`src/rtl/cpu_defs.sv`:
```
// Core-wide constants shared by the execute and writeback stages.
package cpu_defs;

  localparam int XLEN = 32;
  localparam int RD_W = 5;

  localparam int FU_ALU  = 0;
  localparam int FU_MEM  = 1;
  localparam int FU_MUL  = 2;
  localparam int FU_DIV  = 3;
  localparam int FU_JUMP = 4;

endpackage

```
`src/rtl/fu_wb_arbiter_pkg.sv`:
```
// Types and helpers local to the FU writeback arbiter.
package fu_wb_arbiter_pkg;

  localparam int N_FU = cpu_defs::FU_JUMP + 1;
  localparam int FU_W = $clog2(N_FU);

  typedef enum logic {
    SLOT_EMPTY = 1'b0,
    SLOT_FULL  = 1'b1
  } slot_state_e;

  typedef logic [FU_W-1:0] fu_idx_t;

  // (a + b) mod N_FU for operands already below N_FU; one conditional subtract suffices.
  function automatic fu_idx_t fu_mod_add(input fu_idx_t a, input fu_idx_t b);
    logic [FU_W:0] s;
    s = {1'b0, a} + {1'b0, b};
    if (s >= (FU_W+1)'(N_FU)) begin
      s = s - (FU_W+1)'(N_FU);
    end
    return s[FU_W-1:0];
  endfunction

endpackage

```
`src/rtl/fu_wb_arbiter_if.sv`:
```
// FU result inputs and register-file write port of the writeback arbiter.
interface fu_wb_arbiter_if;
  import cpu_defs::*;
  import fu_wb_arbiter_pkg::*;

  logic [N_FU-1:0]      fu_finish;
  logic [N_FU*XLEN-1:0] fu_res;
  logic [N_FU*RD_W-1:0] fu_rd;
  logic                 wb_ready;
  logic                 wb_en;
  logic [RD_W-1:0]      wb_rd;
  logic [XLEN-1:0]      wb_data;
  logic [FU_W-1:0]      wb_fu;
  logic [N_FU-1:0]      slot_full;
  logic                 overflow;

  modport master (
    output fu_finish, fu_res, fu_rd, wb_ready,
    input  wb_en, wb_rd, wb_data, wb_fu, slot_full, overflow
  );

  modport slave (
    input  fu_finish, fu_res, fu_rd, wb_ready,
    output wb_en, wb_rd, wb_data, wb_fu, slot_full, overflow
  );

endinterface

```
`src/rtl/wb_slot.sv`:
```
// One-entry holding slot for a single functional unit's result.
module wb_slot
  import cpu_defs::*;
  import fu_wb_arbiter_pkg::*;
(
  input  logic            clk,
  input  logic            rst,
  input  logic            capture,
  input  logic            drain,
  input  logic [XLEN-1:0] cap_data,
  input  logic [RD_W-1:0] cap_rd,
  output logic            full,
  output logic [XLEN-1:0] data,
  output logic [RD_W-1:0] rd
);

  slot_state_e     state_q, state_d;
  logic [XLEN-1:0] data_q, data_d;
  logic [RD_W-1:0] rd_q, rd_d;

  always_ff @(posedge clk) begin
    if (rst) begin
      state_q <= SLOT_EMPTY;
      data_q  <= '0;
      rd_q    <= '0;
    end else begin
      state_q <= state_d;
      data_q  <= data_d;
      rd_q    <= rd_d;
    end
  end

  // A capture on a full slot only lands when the old entry drains that same cycle.
  always_comb begin
    state_d = state_q;
    data_d  = data_q;
    rd_d    = rd_q;
    case (state_q)
      SLOT_EMPTY: begin
        if (capture) begin
          state_d = SLOT_FULL;
          data_d  = cap_data;
          rd_d    = cap_rd;
        end
      end
      SLOT_FULL: begin
        if (drain && capture) begin
          data_d = cap_data;
          rd_d   = cap_rd;
        end else if (drain) begin
          state_d = SLOT_EMPTY;
        end
      end
      default: state_d = SLOT_EMPTY;
    endcase
  end

  always_comb begin
    full = (state_q == SLOT_FULL);
    data = data_q;
    rd   = rd_q;
  end

endmodule

```
`src/rtl/fu_wb_arbiter.sv`:
```
// Writeback arbiter: per-FU holding slots drained one per cycle in round-robin order.
module fu_wb_arbiter
  import cpu_defs::*;
  import fu_wb_arbiter_pkg::*;
(
  input  logic           clk,
  input  logic           rst,
  fu_wb_arbiter_if.slave bus
);

  logic [N_FU-1:0] slot_full;
  logic [N_FU-1:0] drain;
  logic [XLEN-1:0] slot_data [N_FU];
  logic [RD_W-1:0] slot_rd   [N_FU];

  fu_idx_t rr_ptr_q, rr_ptr_d;
  logic    overflow_q, overflow_d;
  logic    grant_valid;
  fu_idx_t grant_idx;

  for (genvar g = 0; g < N_FU; g++) begin : g_slot
    wb_slot u_slot (
      .clk      (clk),
      .rst      (rst),
      .capture  (bus.fu_finish[g]),
      .drain    (drain[g]),
      .cap_data (bus.fu_res[g*XLEN +: XLEN]),
      .cap_rd   (bus.fu_rd[g*RD_W +: RD_W]),
      .full     (slot_full[g]),
      .data     (slot_data[g]),
      .rd       (slot_rd[g])
    );
  end

  // First full slot at or after rr_ptr wins; nothing is granted while the RF stalls.
  always_comb begin
    fu_idx_t cand;
    grant_valid = 1'b0;
    grant_idx   = '0;
    cand        = '0;
    for (int k = 0; k < N_FU; k++) begin
      cand = fu_mod_add(rr_ptr_q, fu_idx_t'(k));
      if (!grant_valid && bus.wb_ready && slot_full[cand]) begin
        grant_valid = 1'b1;
        grant_idx   = cand;
      end
    end
  end

  always_comb begin
    drain = '0;
    for (int i = 0; i < N_FU; i++) begin
      drain[i] = grant_valid && (grant_idx == fu_idx_t'(i));
    end
  end

  always_comb begin
    bus.wb_en   = grant_valid;
    bus.wb_rd   = '0;
    bus.wb_data = '0;
    bus.wb_fu   = '0;
    for (int i = 0; i < N_FU; i++) begin
      if (drain[i]) begin
        bus.wb_rd   = slot_rd[i];
        bus.wb_data = slot_data[i];
        bus.wb_fu   = fu_idx_t'(i);
      end
    end
  end

  // A finish into a full slot that is not draining this cycle loses its result.
  always_comb begin
    rr_ptr_d   = grant_valid ? fu_mod_add(grant_idx, fu_idx_t'(1)) : rr_ptr_q;
    overflow_d = overflow_q | (|(bus.fu_finish & slot_full & ~drain));
  end

  always_ff @(posedge clk) begin
    if (rst) begin
      rr_ptr_q   <= '0;
      overflow_q <= 1'b0;
    end else begin
      rr_ptr_q   <= rr_ptr_d;
      overflow_q <= overflow_d;
    end
  end

  assign bus.slot_full = slot_full;
  assign bus.overflow  = overflow_q;

endmodule

```
`src/flat_wrapper.sv`:
```
// flat-port wrapper written by rule: the top's interface ports become plain ports
module fu_wb_arbiter_flat import cpu_defs::*; import fu_wb_arbiter_pkg::*;
  (clk, rst, bus_fu_finish, bus_fu_res, bus_fu_rd, bus_wb_ready, bus_wb_en, bus_wb_rd, bus_wb_data, bus_wb_fu, bus_slot_full, bus_overflow);
  fu_wb_arbiter_if bus_i ();
  input  logic clk;
  input  logic rst;
  input wire logic [$bits(bus_i.fu_finish)-1:0] bus_fu_finish;
  input wire logic [$bits(bus_i.fu_res)-1:0] bus_fu_res;
  input wire logic [$bits(bus_i.fu_rd)-1:0] bus_fu_rd;
  input wire logic [$bits(bus_i.wb_ready)-1:0] bus_wb_ready;
  output wire logic [$bits(bus_i.wb_en)-1:0] bus_wb_en;
  output wire logic [$bits(bus_i.wb_rd)-1:0] bus_wb_rd;
  output wire logic [$bits(bus_i.wb_data)-1:0] bus_wb_data;
  output wire logic [$bits(bus_i.wb_fu)-1:0] bus_wb_fu;
  output wire logic [$bits(bus_i.slot_full)-1:0] bus_slot_full;
  output wire logic [$bits(bus_i.overflow)-1:0] bus_overflow;
  assign bus_i.fu_finish = bus_fu_finish;
  assign bus_i.fu_res = bus_fu_res;
  assign bus_i.fu_rd = bus_fu_rd;
  assign bus_i.wb_ready = bus_wb_ready;
  assign bus_wb_en = bus_i.wb_en;
  assign bus_wb_rd = bus_i.wb_rd;
  assign bus_wb_data = bus_i.wb_data;
  assign bus_wb_fu = bus_i.wb_fu;
  assign bus_slot_full = bus_i.slot_full;
  assign bus_overflow = bus_i.overflow;
  fu_wb_arbiter u_core (.clk(clk), .rst(rst), .bus(bus_i));
endmodule
```
`config.mk`:
```
export PLATFORM = sky130hd
export DESIGN_NAME = fu_wb_arbiter_flat
export DESIGN_NICKNAME = d
export VERILOG_FILES = /design/src/rtl/cpu_defs.sv /design/src/rtl/fu_wb_arbiter_pkg.sv /design/src/rtl/fu_wb_arbiter_if.sv /design/src/rtl/wb_slot.sv /design/src/rtl/fu_wb_arbiter.sv /design/src/flat_wrapper.sv
export SDC_FILE = /design/constraint.sdc
export NUM_CORES = 1
export LEC_CHECK = 0
export ABC_AREA = 0
export CORE_AREA = 2 2 150 152
export DETAILED_ROUTE_END_ITERATION = 10
export DIE_AREA = 0 0 152 154
export GPL_TIMING_DRIVEN = 0
export PLACE_DENSITY = 0.81
export SLEW_MARGIN = 20
export SYNTH_ARGS = -nofsm -noshare
export SYNTH_HDL_FRONTEND = slang
export SYNTH_SLANG_ARGS = --single-unit
```
`constraint.sdc`:
```
create_clock -name clk -period 7 [get_ports clk]
set_clock_uncertainty 0.15 [all_clocks]
set_input_delay 1.4 -clock clk [delete_from_list [all_inputs] [get_ports clk]]
set_output_delay 1.4 -clock clk [all_outputs]
set_load 0.01 [all_outputs]
```
Word level (Yosys, flattened, before mapping). Cells that the tools add are included.

RAM bits: 0. Logic and storage cells: 182. Memories kept: 0. Output and inout port bits: 47. Bits in latches: 0. Bits in registers: 194. Memory bits (read-only): 0. Input bits: 193.

Reduce and logical (&&, ||, !) cells: 30. Bitwise gates (word level): 9. $add $sub $neg: 11. Shifts and indexed selects: 0. Equality and inequality tests: 14. Multiplexer cells: 90. Magnitude comparators: 11. Div/mod/pow operators: 0. $mul: 0.

Operator list (number): 32-bit 2-to-1 mux (15); 32-bit case mux with 2 select lines (5); 5-bit 2-to-1 mux (15); 5-bit case mux with 2 select lines (5); 3-bit 2-to-1 mux (12); 1-bit 2-to-1 mux (26); 4-bit by 3-bit greater-or-equal comparator with 1-bit output (second input constant) (5); 3-bit by 4-bit < comparator with 1-bit output (second input constant) (5); 1-bit logical AND (19); 3-bit subtractor (second input constant) (6); 1-bit binary-select mux with 3-bit select (5); 5-bit AND (2); 2-bit by 1-bit != test with 1-bit output (second input constant) (5); 2-bit != test (second input constant) (5); 1-bit case mux with 2 select lines (5); 2-bit AND reduction (5); 3-bit by 1-bit adder with 4-bit output (second input constant) (2); 3-bit by 2-bit adder with 4-bit output (second input constant) (2); 3-bit by 2-bit == test with 1-bit output (second input constant) (2); 1-bit NOT (5); 5-bit NOT (1); 5-bit OR reduction (1); 3-bit by 3-bit adder with 4-bit output (second input constant) (1); 1-bit zero test (4); 6 further kinds (7).

Depth between registers and ports, before layout.
Word-level depth: 29. Depth in mapped cells: 23. Gate-level depth less buffers: 20.

By module. Synthesis repeated with hierarchy kept, for this count alone.

Cells, all modules: 1413. Area total of the unflattened synthesis: 12015.3 um^2.

By module, submodules not included: wb_slot (instances 5, cells each 165, sequential area each 760.7 um^2, area each 1720.4 um^2); fu_wb_arbiter (instances 1, cells each 588, sequential area each 80.1 um^2, area each 3413.3 um^2).

Least setup slack after synthesis. OpenSTA, ideal clock, no wires.

Path type: input -> output. Start point: in bus_wb_ready. End point: out bus_wb_rd[4]. Arrival time: 4.729 ns. Slack: 0.721 ns. Required time: 5.450 ns. Buffers on the path: 4. Stages on the path: 15. Cell sequence: clkbuf_1 clkbuf_1 o211ai_1 a31oi_1 nor2_1 or3_1 a2bb2oi_2 inv_1 ha_1 clkbuf_1 inv_1 clkbuf_1 nand3_1 a2111o_1 a31oi_1.

Word-level cells in the longest chain between the ends: 25. Elaborated cells on any way between the ends: 38. Those cells by class: eq/ne (4); mux (15); reduce/logical (19).

RTL lines: start: declaration (line flat_wrapper.sv:10) `input wire logic [$bits(bus_i.wb_ready)-1:0] bus_wb_ready;`; 1-bit logical AND (line fu_wb_arbiter.sv:43) `if (!grant_valid && bus.wb_ready && slot_full[cand]) begin`; 1-bit 2-to-1 mux (line fu_wb_arbiter.sv:43); 1-bit zero test (line fu_wb_arbiter.sv:43); 1-bit logical AND (2 in series) (line fu_wb_arbiter.sv:43); 1-bit 2-to-1 mux (line fu_wb_arbiter.sv:43); 1-bit zero test (line fu_wb_arbiter.sv:43); 1-bit logical AND (2 in series) (line fu_wb_arbiter.sv:43); 1-bit 2-to-1 mux (line fu_wb_arbiter.sv:43); [3 not listed]; 1-bit 2-to-1 mux (line fu_wb_arbiter.sv:43); 1-bit zero test (line fu_wb_arbiter.sv:43); 1-bit logical AND (2 in series) (line fu_wb_arbiter.sv:43); 3-bit 2-to-1 mux (line fu_wb_arbiter.sv:43); 3-bit zero test (line fu_wb_arbiter.sv:53) `drain[i] = grant_valid && (grant_idx == fu_idx_t'(i));`; 1-bit logical AND (line fu_wb_arbiter.sv:53); 5-bit 2-to-1 mux (4 in series) (line fu_wb_arbiter.sv:63) `if (drain[i]) begin`; 5-bit 2-to-1 mux (*) (line fu_wb_arbiter.sv:63); end: declaration (line flat_wrapper.sv:12) `output wire logic [$bits(bus_i.wb_rd)-1:0] bus_wb_rd;`.

Mark *: on every way between the ends. The rest lies on a longest branch, timed or not.

Worst setup path after layout.
Start point: reg u_core.rr_ptr_q[0]. End point: out bus_wb_data[14].

Word-level cells in the longest chain between the ends: 29. Elaborated cells on any way between the ends: 67. Those cells by class: add/sub (9); order compare (5); eq/ne (4); mux (30); reduce/logical (19).

RTL lines: start: declaration (line fu_wb_arbiter.sv:16) `fu_idx_t rr_ptr_q, rr_ptr_d;`; start signal: assignment (line fu_wb_arbiter.sv:82) `rr_ptr_q <= rr_ptr_d;`; branches (longest 28 deep; another with 3-bit by 1-bit adder with 4-bit output); 32-bit 2-to-1 mux (*) (line fu_wb_arbiter.sv:63); end: declaration (line flat_wrapper.sv:13) `output wire logic [$bits(bus_i.wb_data)-1:0] bus_wb_data;`.

Every way passes the cells marked *. The select of a mux whose other input is x is not followed.

==> metrics.cfg <==
[route]
drt-total-wl_mm = 42.60
vias = 11371
first_pass_iters = 6
post_drt_wl_per_cell_um = 22.61
drtIter0Drc = 1071
drc = 0
vias_per_cell = 6.036
ant_nets = 0

[setup_path]
cp_top_family = compound AO/OA/AOI/OAI gates
critPathSlowestCell = or4_1
cp_max_fo = 8
critical_path_required_ns = 5.45
cp-start-kind = flop
path_class = flop to output port
crit_buf_inv = 9
path_cells = buf_6, clkinvlp_4, buf_4, ha_1, inv_1, fa_2, or4_1, nor2_2, a41oi_1, a31oi_2, nor2_2, or3_4, a2bb2oi_4, inv_2, ha_4, ha_4, inv_2, a31oi_4, clkbuf_8, buf_4, a2111o_1, a31oi_4, clkbuf_2
slowest_delay_ns = 0.44
end_kind = output port
crit_arrival_ns = 5.39

[yosys]
synth-edff-count = 0
netlist_area_um2 = 11220
synth_flop_cell = dfxtp_1
synth_seq_cells = 194
yosysSeqAreaShare_pct = 34.60
synth.distinct_cells = 62
syn_inst = 1293
async_flop_share_pct = 0
synthTopCellsByArea = dfxtp_1 35%, nand2b_1 17%, mux2i_1 17%
yosysTopAreaCell = dfxtp_1
synthesis.nets = 1501
synth_top_area_share_pct = 34.60
ys_warn_count = 0
avgSynthCellArea_um2 = 8.681

[timing]
fin_crit_ns = 6.945
maxSlewHeadroom_pct = 46.82
final_max_slew_viol_count = 0
whs_ns = 0.3258
fin_ws_ns = 0.05509
fin_crit_sh_pct = 99.21
hold_violations = 0
fmax_mhz = 144.0
tns_ns = 0
setup_viol = 0
rsz0062_at_grt = yes
worstMarginPinSlew_ns = 0.7977

[die]
core_area_um2 = 21690
start_util_pct = 51.75
rows = 54
die_w_um = 152
die_h_um = 154
die_area_um2 = 23410
pin_count = 240

[layout]
final_net_count = 1799
drive_gt1_share_pct = 16.08
n_antenna_cell = 0
n_fill_cell = 1622
syn_to_final_growth_pct = 37.88
postLayoutCoreUtil_pct = 71.36

[global_route]
grt.total_usage_pct = 34.81
grt_pass1_wl_mm = 63.20
grt_max_degree = 21
grt_pass1_vias = 11133
grt-ovfl-total = 0
antenna_found_initial = 0

[clock_network]
cts_sinks = 194
cts_tree = done
htreeDepth = 4
clock_latency_ns = 0.46
clkTransAtPathRegs_ns = 0.08
cts_buffers = 17
cts_buffer_depth = 2
root_buffer = clkbuf_16

[placed_design]
dpl.hpwl_mm = 30.92
dp_slack_ns = -1.324
port_buffers = 237
finalWeightedCongestion = 0.9457

[outcome]
status = completed

[job]
max_cap_violations = 0

[power]
ir_drop_mv = 0.3579
leakage_nw = 6.086
p_total_mw = 6.773
power_density_nw_per_um2 = 437.6

[hold_path]
hold_path_class = flop to flop

synth_stat cells, types with 3 or more instances:
master    number
nor2b_1        5
o21a_1         5
a32oi_1        3
mux2i_1      186
nand2b_1     299
dfxtp_1      194
o21ai_0       25
mux4_2         3
a211oi_1       6
nand2_1       85
buf_4         11
and2_1         4
o22ai_1        3
xnor2_1        5
inv_1         22
o21ai_1        4
buf_6         14
nor2_1        92
a41oi_1        3
nor3_1         6
buf_2         13
ha_1          14
clkbuf_1      76
and3_1         3
o221ai_1      16
o211ai_1       9
a21o_1         3
a2111o_1      23
a31oi_1       45
nand3_1       32
a22oi_1       23
a21oi_1       18
or3_1          5
layout by cell type, fill, tap and decap left out, types with 6 or more instances in the layout:
| cell | n |
|---|---|
| nand2b_1 | 299 |
| clkdlybuf4s50_1 | 198 |
| dfxtp_1 | 191 |
| mux2i_1 | 186 |
| nor2_1 | 90 |
| nand2_1 | 85 |
| buf_4 | 54 |
| clkbuf_1 | 46 |
| nand3_1 | 31 |
| clkbuf_2 | 27 |
| buf_6 | 24 |
| a2111o_1 | 23 |
| a31oi_2 | 20 |
| clkbuf_16 | 17 |
| inv_1 | 16 |
| a21oi_1 | 16 |
| o221ai_1 | 16 |
| a22oi_1 | 16 |
| buf_2 | 15 |
| a31oi_4 | 14 |
| o21ai_0 | 13 |
| a31oi_1 | 12 |
| clkbuf_4 | 11 |
| o21ai_1 | 10 |
| o211ai_1 | 9 |
| ha_1 | 8 |
| a22oi_2 | 7 |
| inv_8 | 6 |
cell families (layout without fill, tap and decap cells):
logic type	after synthesis	in the layout	synth area share [%]
AOI/OAI and AO/OA	207	208	13.80
xor gates and xnor gates	5	5	0.3901
adders and majority gates	15	15	1.739
buffers and inverters	138	448	6.064
DFF	194	194	34.60
muxes	191	191	17.39
and+or+nand+nor	543	543	26.02
tightest hold or removal path: cells and delay by family, from the launching register on:
family | cells | cell delay (ns)
multiplexers | 1 | 0.06
AND/OR/NAND/NOR | 1 | 0.06
flip-flops | 1 | 0.31
what timing repair did:
action                                 CTS  global route
pin swaps                               17            29
hold buffers                             0             0
gates cloned                             5             0
gates resized for setup                178           126
setup endpoints to repair               40            40
endpoints found under the hold margin    0             0
buffers inserted                        29            10
where the power goes:
group          total, mW  internal, mW  switching [mW]
combinational       4.36          1.78            2.58
clock              0.989         0.481           0.507
sequential          1.42          1.29           0.130
total               6.77          3.55            3.22
stage by stage:
| step | instance area (µm²) | instances |
|---|---|---|
| 2_1_floorplan | 11220 | 1293 |
| 3_3_place_gp | 13950 | 1810 |
| 3_5_place_dp | 13950 | 1810 |
| 4_1_cts | 15260 | 1875 |
| 5_1_grt | 15480 | 1884 |
| 6_report | 15480 | 1884 |
path summary, 6_finish.rpt:
kind,start,end,slack (ns),depth (start not counted)
worst min register to register,u_core.g_slot[2].u_slot.rd[1],u_core.g_slot[2].u_slot.rd[1],0.33,2
worst min-delay path,u_core.g_slot[2].u_slot.rd[1],u_core.g_slot[2].u_slot.rd[1],0.33,2
worst max-delay path,u_core.rr_ptr_q[0],bus_wb_data[14],0.06,23
worst max register to register,u_core.rr_ptr_q[0],u_core.g_slot[4].u_slot.data[21],1.81,23
cell type report:
class | count | area [µm²] | area share [%]
clock buffer | 18 | 429.2 | 2.773
buffer | 114 | 742.0 | 4.794
timing repair buffer | 280 | 2615 | 16.90
inverter | 22 | 90.09 | 0.5821
sequential | 194 | 3890 | 25.14
clock inverter | 14 | 151.4 | 0.9783
multi-input combinational | 962 | 7208 | 46.58
tap | 280 | 350.3 | 2.264
flip-flops by register name, summed over array words and instances, names as in the netlist:
| signal | flops |
|---|---|
| u_core.bus.overflow | 1 |
| u_core.g_slot.u_slot.data | 160 |
| u_core.g_slot.u_slot.full | 5 |
| u_core.g_slot.u_slot.rd | 25 |
| u_core.rr_ptr_q | 3 |
routing by layer:
layer | part of all wire (%) | GRT usage, %
met2 | 47 | 58.94
met3 | 8.8 | 6.229
met5 | 0 | 0
met4 | 6.5 | 19.58
met1 | 38 | 41.83
Power figures use the tool's default switching activity.
